`src/rtl/logit_argmax_classifier_if.sv`:
```
// Logit stream in, argmax result out. Optional ARGMAX_HEX_EN adds hex_o.
interface logit_argmax_classifier_if #(
    parameter int DATA_WIDTH = 32,
    parameter int IDX_WIDTH  = 4
);
    logic                  start_i;
    logic                  logit_valid_i;
    logic [DATA_WIDTH-1:0] logit_i;
    logic                  logit_last_i;
    logic                  logit_ready_o;
    logic                  class_valid_o;
    logic [IDX_WIDTH-1:0]  class_o;
    logic [DATA_WIDTH-1:0] max_logit_o;
    logic                  length_error_o;
    logic                  busy_o;
    logic                  result_ack_i;
`ifdef ARGMAX_HEX_EN
    logic [6:0]            hex_o;
`endif

    modport slave (
        input  start_i, logit_valid_i, logit_i, logit_last_i, result_ack_i,
        output logit_ready_o, class_valid_o, class_o, max_logit_o,
               length_error_o, busy_o
`ifdef ARGMAX_HEX_EN
        , output hex_o
`endif
    );

    modport master (
        output start_i, logit_valid_i, logit_i, logit_last_i, result_ack_i,
        input  logit_ready_o, class_valid_o, class_o, max_logit_o,
               length_error_o, busy_o
`ifdef ARGMAX_HEX_EN
        , input hex_o
`endif
    );
endinterface

```
`src/rtl/logit_argmax_classifier.sv`:
```
// Running argmax over one logit vector; result valid 1 cycle after the final beat, held until acked.
// Ready only in COLLECT; start is honoured only in IDLE. ARGMAX_HEX_EN adds a registered 7-seg hex_o.
module logit_argmax_classifier #(
    parameter int DATA_WIDTH = 32,
    parameter int N_NEURONS  = 10,
    parameter int IDX_WIDTH  = 4
) (
    input logic                     system_clock,
    input logic                     global_reset,
    logit_argmax_classifier_if.slave bus
);
    typedef enum logic [1:0] {IDLE = 2'd0, COLLECT = 2'd1, DONE = 2'd2} state_t;

    localparam logic [IDX_WIDTH-1:0] LAST_IDX = IDX_WIDTH'(N_NEURONS - 1);

    state_t                state, state_next;
    logic [IDX_WIDTH-1:0]  cnt, cnt_d;
    logic [IDX_WIDTH-1:0]  best_idx, best_idx_d;
    logic [DATA_WIDTH-1:0] best_val, best_val_d;
    logic                  len_err, len_err_d;
    logic                  beat;
    logic                  final_beat;

    assign beat       = (state == COLLECT) && bus.logit_valid_i;
    assign final_beat = beat && (bus.logit_last_i || (cnt == LAST_IDX));

    always_ff @(posedge system_clock or posedge global_reset) begin
        if (global_reset) begin
            state <= IDLE;
        end else begin
            state <= state_next;
        end
    end

    // Ack wins over a simultaneous start in DONE; the producer must re-issue start.
    always_comb begin
        state_next = state;
        case (state)
            IDLE:    if (bus.start_i)      state_next = COLLECT;
            COLLECT: if (final_beat)       state_next = DONE;
            DONE:    if (bus.result_ack_i) state_next = IDLE;
            default:                       state_next = IDLE;
        endcase
    end

    always_comb begin
        cnt_d      = cnt;
        best_idx_d = best_idx;
        best_val_d = best_val;
        len_err_d  = len_err;
        if ((state == IDLE) && bus.start_i) begin
            cnt_d     = '0;
            len_err_d = 1'b0;
        end else if (beat) begin
            if (cnt == '0) begin
                best_val_d = bus.logit_i;
                best_idx_d = '0;
            end else if ($signed(bus.logit_i) > $signed(best_val)) begin
                best_val_d = bus.logit_i;
                best_idx_d = cnt;
            end
            if (cnt != LAST_IDX) begin
                cnt_d = cnt + 1'b1;
            end
            if (final_beat) begin
                len_err_d = (bus.logit_last_i && (cnt != LAST_IDX)) ||
                            (!bus.logit_last_i && (cnt == LAST_IDX));
            end
        end
    end

    always_ff @(posedge system_clock or posedge global_reset) begin
        if (global_reset) begin
            cnt      <= '0;
            best_idx <= '0;
            best_val <= '0;
            len_err  <= 1'b0;
        end else begin
            cnt      <= cnt_d;
            best_idx <= best_idx_d;
            best_val <= best_val_d;
            len_err  <= len_err_d;
        end
    end

    always_comb begin
        bus.logit_ready_o  = (state == COLLECT);
        bus.busy_o         = (state != IDLE);
        bus.class_valid_o  = (state == DONE);
        bus.class_o        = best_idx;
        bus.max_logit_o    = best_val;
        bus.length_error_o = len_err;
    end

`ifdef ARGMAX_HEX_EN
    logic [3:0] hex_nib;
    logic [6:0] hex_d;

    assign hex_nib = 4'(best_idx_d);

    // Active-low segments ordered {g,f,e,d,c,b,a}; driven from next-state so it tracks class_valid_o.
    always_comb begin
        hex_d = 7'b0111111;
        if (state_next == DONE) begin
            case (hex_nib)
                4'h0: hex_d = 7'b1000000;
                4'h1: hex_d = 7'b1111001;
                4'h2: hex_d = 7'b0100100;
                4'h3: hex_d = 7'b0110000;
                4'h4: hex_d = 7'b0011001;
                4'h5: hex_d = 7'b0010010;
                4'h6: hex_d = 7'b0000010;
                4'h7: hex_d = 7'b1111000;
                4'h8: hex_d = 7'b0000000;
                4'h9: hex_d = 7'b0010000;
                4'hA: hex_d = 7'b0001000;
                4'hB: hex_d = 7'b0000011;
                4'hC: hex_d = 7'b1000110;
                4'hD: hex_d = 7'b0100001;
                4'hE: hex_d = 7'b0000110;
                default: hex_d = 7'b0001110;
            endcase
        end
    end

    always_ff @(posedge system_clock or posedge global_reset) begin
        if (global_reset) begin
            bus.hex_o <= 7'b0111111;
        end else begin
            bus.hex_o <= hex_d;
        end
    end
`endif

endmodule

```
`src/flat_wrapper.sv`:
```
// flat-port wrapper written by rule: the top's interface ports become plain ports
module logit_argmax_classifier_flat 
#(
    parameter int DATA_WIDTH = 32,
    parameter int N_NEURONS  = 10,
    parameter int IDX_WIDTH  = 4
)
  (system_clock, global_reset, bus_start_i, bus_logit_valid_i, bus_logit_i, bus_logit_last_i, bus_result_ack_i, bus_logit_ready_o, bus_class_valid_o, bus_class_o, bus_max_logit_o, bus_length_error_o, bus_busy_o);
  logit_argmax_classifier_if #(.DATA_WIDTH(DATA_WIDTH), .IDX_WIDTH(IDX_WIDTH)) bus_i ();
  input logic system_clock;
  input logic global_reset;
  input wire logic [$bits(bus_i.start_i)-1:0] bus_start_i;
  input wire logic [$bits(bus_i.logit_valid_i)-1:0] bus_logit_valid_i;
  input wire logic [$bits(bus_i.logit_i)-1:0] bus_logit_i;
  input wire logic [$bits(bus_i.logit_last_i)-1:0] bus_logit_last_i;
  input wire logic [$bits(bus_i.result_ack_i)-1:0] bus_result_ack_i;
  output wire logic [$bits(bus_i.logit_ready_o)-1:0] bus_logit_ready_o;
  output wire logic [$bits(bus_i.class_valid_o)-1:0] bus_class_valid_o;
  output wire logic [$bits(bus_i.class_o)-1:0] bus_class_o;
  output wire logic [$bits(bus_i.max_logit_o)-1:0] bus_max_logit_o;
  output wire logic [$bits(bus_i.length_error_o)-1:0] bus_length_error_o;
  output wire logic [$bits(bus_i.busy_o)-1:0] bus_busy_o;
  assign bus_i.start_i = bus_start_i;
  assign bus_i.logit_valid_i = bus_logit_valid_i;
  assign bus_i.logit_i = bus_logit_i;
  assign bus_i.logit_last_i = bus_logit_last_i;
  assign bus_i.result_ack_i = bus_result_ack_i;
  assign bus_logit_ready_o = bus_i.logit_ready_o;
  assign bus_class_valid_o = bus_i.class_valid_o;
  assign bus_class_o = bus_i.class_o;
  assign bus_max_logit_o = bus_i.max_logit_o;
  assign bus_length_error_o = bus_i.length_error_o;
  assign bus_busy_o = bus_i.busy_o;
  logit_argmax_classifier #(.DATA_WIDTH(DATA_WIDTH), .N_NEURONS(N_NEURONS), .IDX_WIDTH(IDX_WIDTH)) u_core (.system_clock(system_clock), .global_reset(global_reset), .bus(bus_i));
endmodule
```
`config.mk`:
```
export PLATFORM = sky130hd
export DESIGN_NAME = logit_argmax_classifier_flat
export DESIGN_NICKNAME = d
export VERILOG_FILES = /design/src/rtl/logit_argmax_classifier_if.sv /design/src/rtl/logit_argmax_classifier.sv /design/src/flat_wrapper.sv
export SDC_FILE = /design/constraint.sdc
export NUM_CORES = 1
export LEC_CHECK = 0
export ABC_CLOCK_PERIOD_IN_PS = 2700
export CAP_MARGIN = 10
export CORE_ASPECT_RATIO = 1.75
export CORE_UTILIZATION = 39
export DETAILED_ROUTE_END_ITERATION = 10
export DONT_BUFFER_PORTS = 1
export GPL_TIMING_DRIVEN = 0
export HOLD_SLACK_MARGIN = 0.08
export PLACE_DENSITY_LB_ADDON = 0.12
export RECOVER_POWER = 25
export SYNTH_ARGS = -nofsm -noshare
export SYNTH_HDL_FRONTEND = slang
export SYNTH_SLANG_ARGS = --single-unit
```
`constraint.sdc`:
```
create_clock -name system_clock -period 2.7 [get_ports system_clock]
set_input_delay 0.135 -clock system_clock [delete_from_list [all_inputs] [get_ports system_clock]]
set_output_delay 0.135 -clock system_clock [all_outputs]
set_load 0.05 [all_outputs]
```
# Yosys cells after proc, flatten, opt, wreduce, memory -nomap -nowiden
# Index checks and enable logic that the tools add are counted.
# op_classes
add_sub_neg	1
n_lt_le_gt_ge	1
eq_ne	7
n_mux	14
bitwise	1
n_reduce_logical	19
# op_table
cell	n
two-way mux 32 bit	2
> comparator 32 bit	1
two-way mux 4 bit	5
nonzero test 2 bit	5
two-way mux 2 bit	3
case mux 2 bit (3 select lines)	1
AND reduction 3 bit	2
logical AND 1 bit	5
adder 4 x 1 -> 4 bit (second input constant)	1
== test 4 bit (second input constant)	1
logical NOT 4 bit	1
inequality test 2 bit (second input constant)	2
inequality test 4 bit (second input constant)	1
AND reduction 2 bit	2
two-way mux 1 bit	3
== test 2 x 1 -> 1 bit (second input constant)	1
== test 2 bit (second input constant)	1
logical NOT 2 bit	1
logical OR 1 bit	2
inequality test 2 x 1 -> 1 bit (second input constant)	1
logical NOT 1 bit	1
inverter 1 bit	1
# word_totals
ff_bits	43

# Depth between registers and ports, before layout
# Gate-level depths: netlist (run 1).
# depth
ltp_word	6
ltp_mapped	10
depth_no_buf	9

# Least setup slack after synthesis (run 1)
# Ideal clock, no wire load.
# synth_timing
path_kind	reg2reg
from	reg u_core.best_val[31] (netlist: u_core.bus.max_logit_o[31])
to	reg u_core.best_idx[2] (netlist: u_core.bus.class_o[2])
arrival_ns	2.927
required_ns	2.575
path_slack_ns	-0.352
stages_incl_launch_ff	11
cell_sequence	dfrtp_1 > inv_1 > ha_1 > nand4_2 > nor4_2 > inv_1 > nor3_2 > a21oi_2 > nor4_4 > buf_6 > mux2_4
# synth_via
elab_chain_len	3
# synth_lines
item	line	text
start: declaration	logit_argmax_classifier.sv:19	logic [DATA_WIDTH-1:0] best_val, best_val_d;
start signal: assignment	logit_argmax_classifier.sv:81	best_val <= best_val_d;
> comparator 32 bit	logit_argmax_classifier.sv:58	end else if ($signed(bus.logit_i) > $signed(best_val)) begin
nonzero test 2 bit (no source line)	--	
AND reduction 3 bit (no source line)	--	
end signal: assignment	logit_argmax_classifier.sv:80	best_idx <= best_idx_d;
end: declaration	logit_argmax_classifier.sv:18	logic [IDX_WIDTH-1:0] best_idx, best_idx_d;
# No other way between the ends.
# A chain may end at the register's enable or synchronous reset.

# Final worst setup path (run 1)
# layout_timing
from	reg u_core.best_val[21] (netlist: u_core.bus.max_logit_o[21])
to	reg u_core.best_val[5] (netlist: u_core.bus.max_logit_o[5])
# layout_via
elab_chain_len	3
# layout_lines
item	line
> comparator 32 bit	logit_argmax_classifier.sv:58
nonzero test 2 bit (no source line)	--
AND reduction 3 bit (no source line)	--
# No other way between the ends.

==> metrics.md, run 1 <==
| Metric | Value |
|---|---|
| Synth unique cells | `34` |
| Max-slew headroom at the worst pin | `approximately 5.7%` |
| Fmax | `370 MHz` |
| Via count of the first global-routing pass | `~2,000` |
| Warnings, synthesis | `0` |
| Routed vias | `approximately 1,900` |
| Core Box Area | `0.00664 mm2` |
| Worst skew pair latency | `~280 ps` |
| Clk pwr share | `roughly 14%` |
| CTS tree | `done` |
| CP bufs+invs | `3` |
| Post-DP HPWL | `between 4000 and 5000 um` |
| Total CTS buffers | `5` |
| Antenna violations before repair | `0` |
| Sw frac | `between 40% and 50%` |
| Result of the run | `finished, violations left` |
| DIE HEIGHT | `roughly 110 um` |
| Static leakage | `~1.7 nW` |
| Area share of the largest cell type after synthesis | `39.7%` |
| Initial Utilization | `between 40% and 50%` |
| Unrepaired setup endpoints after global routing | `true` |
| Port bufs | `0` |
| Synth Instances | `239` |
| Slew Viols, Final | `0` |
| # DRC | `0` |
| PwrDens | `between 1000 and 1500 mW/mm2` |
| Area grow syn2layout | `33.8%` |
| Failing checks | `negative setup slack` |
| Final core occ | `between 50% and 60%` |
| Register area share after synthesis | `between 30% and 40%` |
| Overflow after GRT | `0` |
| Final setup skew | `around 5.4 ps` |
| MaxCap Viol Count | `0` |
| Final setup viols | `1` |
| Dpl ws | `-493 ps` |
| VDD IR-drop max | `0.000843 V` |
| First-pass GRT wire length | `around 9400 um` |
| Worst-path clk slew | `about 60 ps` |
| Core Rows | `39` |
| CP cell instances | `inv_1, ha_1, a21oi_1, o21ai_1, a211oi_2, a211oi_2, nor4_4, buf_4, buf_12, mux2_4` |
| Slowest stage delay, CP | `540 ps` |
| Mapped Avg Cell Area | `approximately 11 um2` |
| Clock sinks | `43` |
| RePlAce Congestion | `approximately 0.74` |
| Slowest-stage cell, CP | `dfrtp_2` |
| Final number of hold-violating endpoints | `0` |
| DRT Pass-1 Iters | `4` |
| Startpoint Class | `flip-flop` |
| Worst Tran Pin Value | `1410 ps` |
| Drt initial violations | `74` |
| Crit-path max FO | `10` |
| Worst setup margin | `-1.61 ps` |
| Placed Area | `0.00287 mm2` |
| Mapped cell area | `0.00271 mm2` |
| WS Path Type | `reg -> reg` |
| CP Capture Type | `flip-flop` |
| Fin crit share | `100%` |
| WP data required | `between 2000 and 3000 ps` |
| Fin nets | `between 300 and 400` |
| H-tree levels | `2` |
| Kind of cell adding the most delay to the critical path | `compound AO/OA/AOI/OAI gates` |
| Leading area contributor after synthesis | `dfrtp_1` |
| Post-layout min period | `approximately 2700 ps` |
| Yosys reg bits | `43` |
| Die footprint | `between 0.007 and 0.008 mm2` |
| Largest net degree at the start of global routing | `26` |
| Ant. Diodes | `0` |
| Share of layout cells above drive strength 1 | `36.4%` |
| Arr. time, crit path | `2870 ps` |
| Post-Syn Nets | `between 300 and 400` |
| Post-route cell area | `0.00363 mm2` |
| CTS Root Cell | `clkbuf_16` |
| Ranking of synthesized cells by area | `dfrtp_1 (40%), ha_1 (17%), mux2_4 (17%), inv_1 (5.5%), a21oi_1 (2.8%)` |
| Longest Clk Path Bufs | `2` |
| Total GRT Usage | `17.1%` |
| Drt wl/cell | `between 15 and 20 um` |
| I/O pin total | `78` |
| Combinational share of power | `40.1%` |
| Drt total wl | `around 5900 um` |
| Worst path most repeated cell | `a211oi_2` |
| Number of vias per cell | `between 5 and 6` |
| Die Wd | `65.0 um` |
| Final ANT Viol Nets | `0` |
| Sequential power share | `roughly 46%` |
| Pint | `2.52 mW` |
| Hold Path Class | `in -> reg` |
| Psw | `around 2.4 mW` |
tightest hold or removal path: stages:
cell and delay, ps:
nand3_1 100, xnor2_1 80, nor2_1 70
power groups by stage:
stage / Sequential, mW / Combinational (mW) / Clock (mW)
6_report: 2.23 / 1.96 / 0.706
5_1_grt: 2.28 / 2.18 / 0.754
4_1_cts: 2.23 / 1.87 / 0.740
3_5_place_dp: 2.24 / 1.63 / 0
3_3_place_gp: 2.23 / 1.60 / 0
2_1_floorplan: 2.15 / 1.38 / 0
stage by stage:
stage / cells / hold slack, ps / power, mW / setup TNS [ps]
finish: 373 / 135 / 4.90 / -1.61
global route: 373 / 142 / 5.21 / -5810
CTS: 370 / 127 / 4.84 / -1140
detailed placement: 322 / 50.6 / 3.87 / -16270
global placement: 321 / 284 / 3.83 / -15020
floorplan: 239 / 283 / 3.53 / 0
cell usage after synthesis, drive strengths merged:
master	instances
mux2i	1
xnor2	1
a21o	1
ha	36
inv	40
mux2	36
o21ai	7
nand3	5
or2	1
nand2	11
nor2	10
a2111o	1
nor2b	3
nand4	7
nor4	2
o21a	1
a21oi	16
nor3	2
nor3b	2
o211ai	2
a211oi	2
nand3b	1
a221oi	1
dfrtp	43
a2bb2oi	1
or3	1
xor2	1
buf	3
and3	1
cells in the final DEF (no fill, tap or decap), types with 2 or more instances in the layout:
| cell | n |
|---|---|
| dlygate4sd3_1 | 35 |
| nor4_4 | 2 |
| ha_4 | 6 |
| inv_1 | 33 |
| ha_1 | 30 |
| dfrtp_1 | 16 |
| buf_6 | 2 |
| a211oi_2 | 2 |
| nand4_1 | 6 |
| o211ai_1 | 2 |
| mux2_4 | 35 |
| nand3_1 | 5 |
| nor3b_1 | 2 |
| buf_4 | 5 |
| nor2_1 | 10 |
| o21ai_0 | 6 |
| inv_2 | 7 |
| dfrtp_2 | 27 |
| nor2b_1 | 2 |
| a21oi_1 | 15 |
| nand2_1 | 11 |
| buf_12 | 3 |
| clkbuf_16 | 6 |
flip-flops by register name, indices dropped and copies added, names as in the netlist:
register                   cells
u_core.bus.max_logit_o        32
u_core.bus.class_o             4
u_core.cnt                     4
u_core.state                   2
u_core.bus.length_error_o      1
final cells by class:
cell class	count	area, um2
Inverter	40	150
Timing Repair Buffer	44	439
Buffer	3	60.1
Clock buffer	6	139
Sequential cell	43	1110
Fill cell	596	3010
Multi-Input combinational cell	153	1590
Clock inverter	2	35.0
Tap cell	82	103
worst paths after layout:
| check | startpoint | depth (start not counted) | endpoint | slack (ps) |
|---|---|---|---|---|
| hold reg to reg | u_core.cnt[3] | 1 | u_core.bus.class_o[3] | 590 |
| hold / removal | bus_logit_valid_i | 3 | u_core.cnt[0] | 130 |
| setup reg to reg | u_core.bus.max_logit_o[21] | 10 | u_core.bus.max_logit_o[5] | -2 |
| max in group asynchronous | global_reset | 3 | u_core.bus.max_logit_o[14] | 450 |
| min in group asynchronous | global_reset | 2 | u_core.bus.max_logit_o[21] | 410 |
| setup / recovery | u_core.bus.max_logit_o[21] | 10 | u_core.bus.max_logit_o[5] | -2 |
metal layers:
metal / GRT usage [%] / vias up / part of all wire (%)
met3: 4.67 / 6 / 4.5
met4: 6.52 / 0 / 1.0
li1: - / 921 / -
met5: 0 / - / 0
met1: 18.1 / 906 / 38
met2: 31.0 / 51 / 56
cells by family (layout without fill, tap and decap cells):
kind of cell / count (synthesis) / count (layout) / synth area share (%)
buffers and inverters: 43 / 95 / 6.78
AND/OR/NAND/NOR: 46 / 46 / 9.73
AO/OA/AOI/OAI: 32 / 32 / 7.10
flip-flops: 43 / 43 / 39.7
multiplexers: 37 / 37 / 19.5
adder cells (fa/ha/maj): 36 / 36 / 16.6
XOR/XNOR: 2 / 2 / 0.646
repair_timing:
action / CTS / global route
endpoints found under the hold margin: 52 / 0
hold buffers: 35 / 0
cloned: 0 / 1
buffers inserted: 5 / 2
pin swaps: 3 / 3
gates resized for setup: 27 / 10
endpoints found under the setup margin: 36 / 36
No activity file was read; power rests on OpenSTA's default activity.
==> inputs of run 2 (changes only) <==
--- a/config.mk
+++ b/config.mk
@@ -5,7 +5,7 @@
 export SDC_FILE = /design/constraint.sdc
 export NUM_CORES = 1
 export LEC_CHECK = 0
-export ABC_CLOCK_PERIOD_IN_PS = 2700
+export ABC_CLOCK_PERIOD_IN_PS = 3400
 export CAP_MARGIN = 10
 export CORE_ASPECT_RATIO = 1.75
 export CORE_UTILIZATION = 39
==> constraint.sdc (replaced) <==
create_clock -name system_clock -period 3.4 [get_ports system_clock]
set_input_delay 0.17 -clock system_clock [delete_from_list [all_inputs] [get_ports system_clock]]
set_output_delay 0.17 -clock system_clock [all_outputs]
set_load 0.05 [all_outputs]
==> metrics.md, run 2 (synthesized netlist as in run 1, its figures left out) <==
| Metric | Value |
|---|---|
| Final setup skew | `7.21 ps (+1.82 ps)` |
| Fin crit share | `93.5% (-6.6 points)` |
| Die footprint | `0.00731 mm2 (unchanged)` |
| Clk pwr share | `15.8% (+1.4 points)` |
| Final setup viols | `0 (-1)` |
| Psw | `1.80 mW (-25%)` |
| WS Path Type | `reg -> reg` |
| Static leakage | `1.66 nW (-2.1%)` |
| Via count of the first global-routing pass | `1,987 (-1.9%)` |
| Post-DP HPWL | `4190 um (-0.54%)` |
| Post-layout min period | `3180 ps (+477 ps)` |
| Post-route cell area | `0.00337 mm2 (-7.2%)` |
| Ant. Diodes | `0 (unchanged)` |
| FF+latch area | `0.00108 mm2 (-3.0%)` |
| Area of the multi-input gates | `0.00145 mm2 (-8.8%)` |
| Sw frac | `49.8% (+1.2 points)` |
| Port bufs | `0 (unchanged)` |
| Crit-path max FO | `10 (unchanged)` |
| Longest Clk Path Bufs | `2 (unchanged)` |
| First-pass GRT wire length | `9460 um (+0.29%)` |
| Arr. time, crit path | `3350 ps (+480 ps)` |
| Placed Area | `0.00284 mm2 (-1.3%)` |
| Max reg flops | `32 (unchanged)` |
| Core Rows | `39 (unchanged)` |
| RePlAce Congestion | `0.760 (+3.3%)` |
| H-tree levels | `2 (unchanged)` |
| Hold Path Class | `in -> reg` |
| Fmax | `315 MHz (-15%)` |
| Total GRT Usage | `16.9% (-0.17 points)` |
| Result of the run | `finished, violations left` |
| DRT Pass-1 Iters | `3 (-1)` |
| Sequential power share | `47.8% (+2.3 points)` |
| Final ANT Viol Nets | `0 (unchanged)` |
| Failing checks | `max-capacitance violations, max-slew violations` |
| Fin nets | `359 (-1.4%)` |
| CTS tree | `done` |
| DIE HEIGHT | `112 um (unchanged)` |
| CTS Root Cell | `clkbuf_16` |
| CP cell instances | `inv_1, ha_1, nand4_2, nor4_2, inv_1, nor3_2, a21oi_2, nor4_4, buf_4, buf_6, mux2_4` |
| Number of vias per cell | `5.03 (-0.36%)` |
| Die Wd | `65.0 um (unchanged)` |
| Drt total wl | `5580 um (-6.0%)` |
| Total CTS buffers | `5 (unchanged)` |
| Initial Utilization | `40.9% (unchanged)` |
| VDD IR-drop max | `0.000757 V (-10%)` |
| MaxCap Viol Count | `1 (+1)` |
| Overflow after GRT | `0 (unchanged)` |
| Max-slew headroom at the worst pin | `-13.8% (-20 points)` |
| Worst path most repeated cell | `inv_1` |
| Dpl ws | `-92.8 ps (+400 ps)` |
| # DRC | `0 (unchanged)` |
| Drt wl/cell | `15.2 um (-4.7%)` |
| Startpoint Class | `flip-flop` |
| Fillcell total | `656 (+10%)` |
| Pint | `1.81 mW (-28%)` |
| Drt initial violations | `64 (-14%)` |
| Combinational share of power | `36.5% (-3.6 points)` |
| CP Capture Type | `flip-flop` |
| Worst setup margin | `221 ps (+223 ps)` |
| Worst-path clk slew | `70 ps (about the same)` |
| Routed vias | `1,852 (-1.7%)` |
| Hold WS | `145 ps (+9.55 ps)` |
| Commonest non-fill, non-tap cell in the layout | `dfrtp_1` |
| Area grow syn2layout | `24.1%` |
| Slowest-stage cell, CP | `dfrtp_1` |
| Share of layout cells above drive strength 1 | `19.9% (-16 points)` |
| PwrDens | `1070 mW/mm2 (-21%)` |
| Final number of hold-violating endpoints | `0 (unchanged)` |
| Worst Tran Pin Value | `1710 ps (+293 ps)` |
| Clock sinks | `43 (unchanged)` |
| Commonest non-fill, non-tap cells in the layout | `dfrtp_1 (43), inv_1 (40), ha_1 (36)` |
| Antenna violations before repair | `0 (unchanged)` |
| I/O pin total | `78 (unchanged)` |
| Slowest stage delay, CP | `650 ps (+110 ps)` |
| WP data required | `3570 ps (+710 ps)` |
| Slew Viols, Final | `31 (+31)` |
| Unrepaired setup endpoints after global routing | `false` |
| Core Box Area | `0.00664 mm2 (unchanged)` |
| Worst skew pair latency | `290 ps (about the same)` |
| Largest net degree at the start of global routing | `31 (+19%)` |
[run 2: critical path: cells and delay by family, from the launching register on]
kind,cells,cell delay [ps]
AO/OA/AOI/OAI,1,100
AND/OR/NAND/NOR,4,1050
multiplexers,1,320
adder cells (fa/ha/maj),1,370
buffers and inverters,4,570
flip-flops,1,650
[run 2: per-stage QoR]
step                      util, %  instances  total power [mW]  TNS (ps)
after floorplan                 -        239              2.77         0
after global placement       42.4        321              3.01     -2340
after detailed placement     42.7        322              3.03     -2500
after CTS                    50.6        365              3.64         0
after global routing         50.7        368              3.87         0
final                        50.7        368              3.61         0
[run 2: layout make-up]
cell class	instances	area share (%)
Buffer	3	1.00
Clock inverter	2	1.04
Tap cell	82	3.05
Timing Repair Buffer	39	11.2
Clock buffer	6	4.13
Sequential cell	43	32.0
Multi-Input combinational cell	153	43.2
Inverter	40	4.46
[run 2: power groups by stage]
stage	combinational, mW	clock (mW)	sequential [mW]
floorplan	1.10	0	1.67
global placement	1.27	0	1.74
detailed placement	1.29	0	1.74
CTS	1.33	0.581	1.73
global route	1.49	0.606	1.77
finish	1.32	0.569	1.72
[run 2: per-layer routing]
metal / global-route usage, % / wire (um)
met1: 19.6 / 2300
met2: 29.5 / 2980
met3: 3.96 / 216
met4: 6.09 / 85
met5: 0 / 0
[run 2: repair_timing]
item | 4_1_cts | 5_1_grt
pin swaps | 1 | 1
resized for setup | 0 | 0
endpoints found under the setup margin | 30 | 30
gates cloned | 0 | 0
hold endpoints to repair | 77 | 0
setup buffers | 0 | 3
hold buffers | 35 | 0
[run 2: path summary, 6_finish.rpt]
kind,startpoint,depth (start not counted),end,slack [ps]
worst max-delay path,u_core.bus.max_logit_o[31],11,u_core.bus.max_logit_o[10],220
worst min-delay path,bus_logit_valid_i,3,u_core.cnt[2],140
worst max register to register,u_core.bus.max_logit_o[31],11,u_core.bus.max_logit_o[10],220
worst min register to register,u_core.cnt[1],2,u_core.cnt[1],590
max in group asynchronous,global_reset,3,u_core.bus.max_logit_o[9],1080
min in group asynchronous,global_reset,2,u_core.bus.max_logit_o[3],360
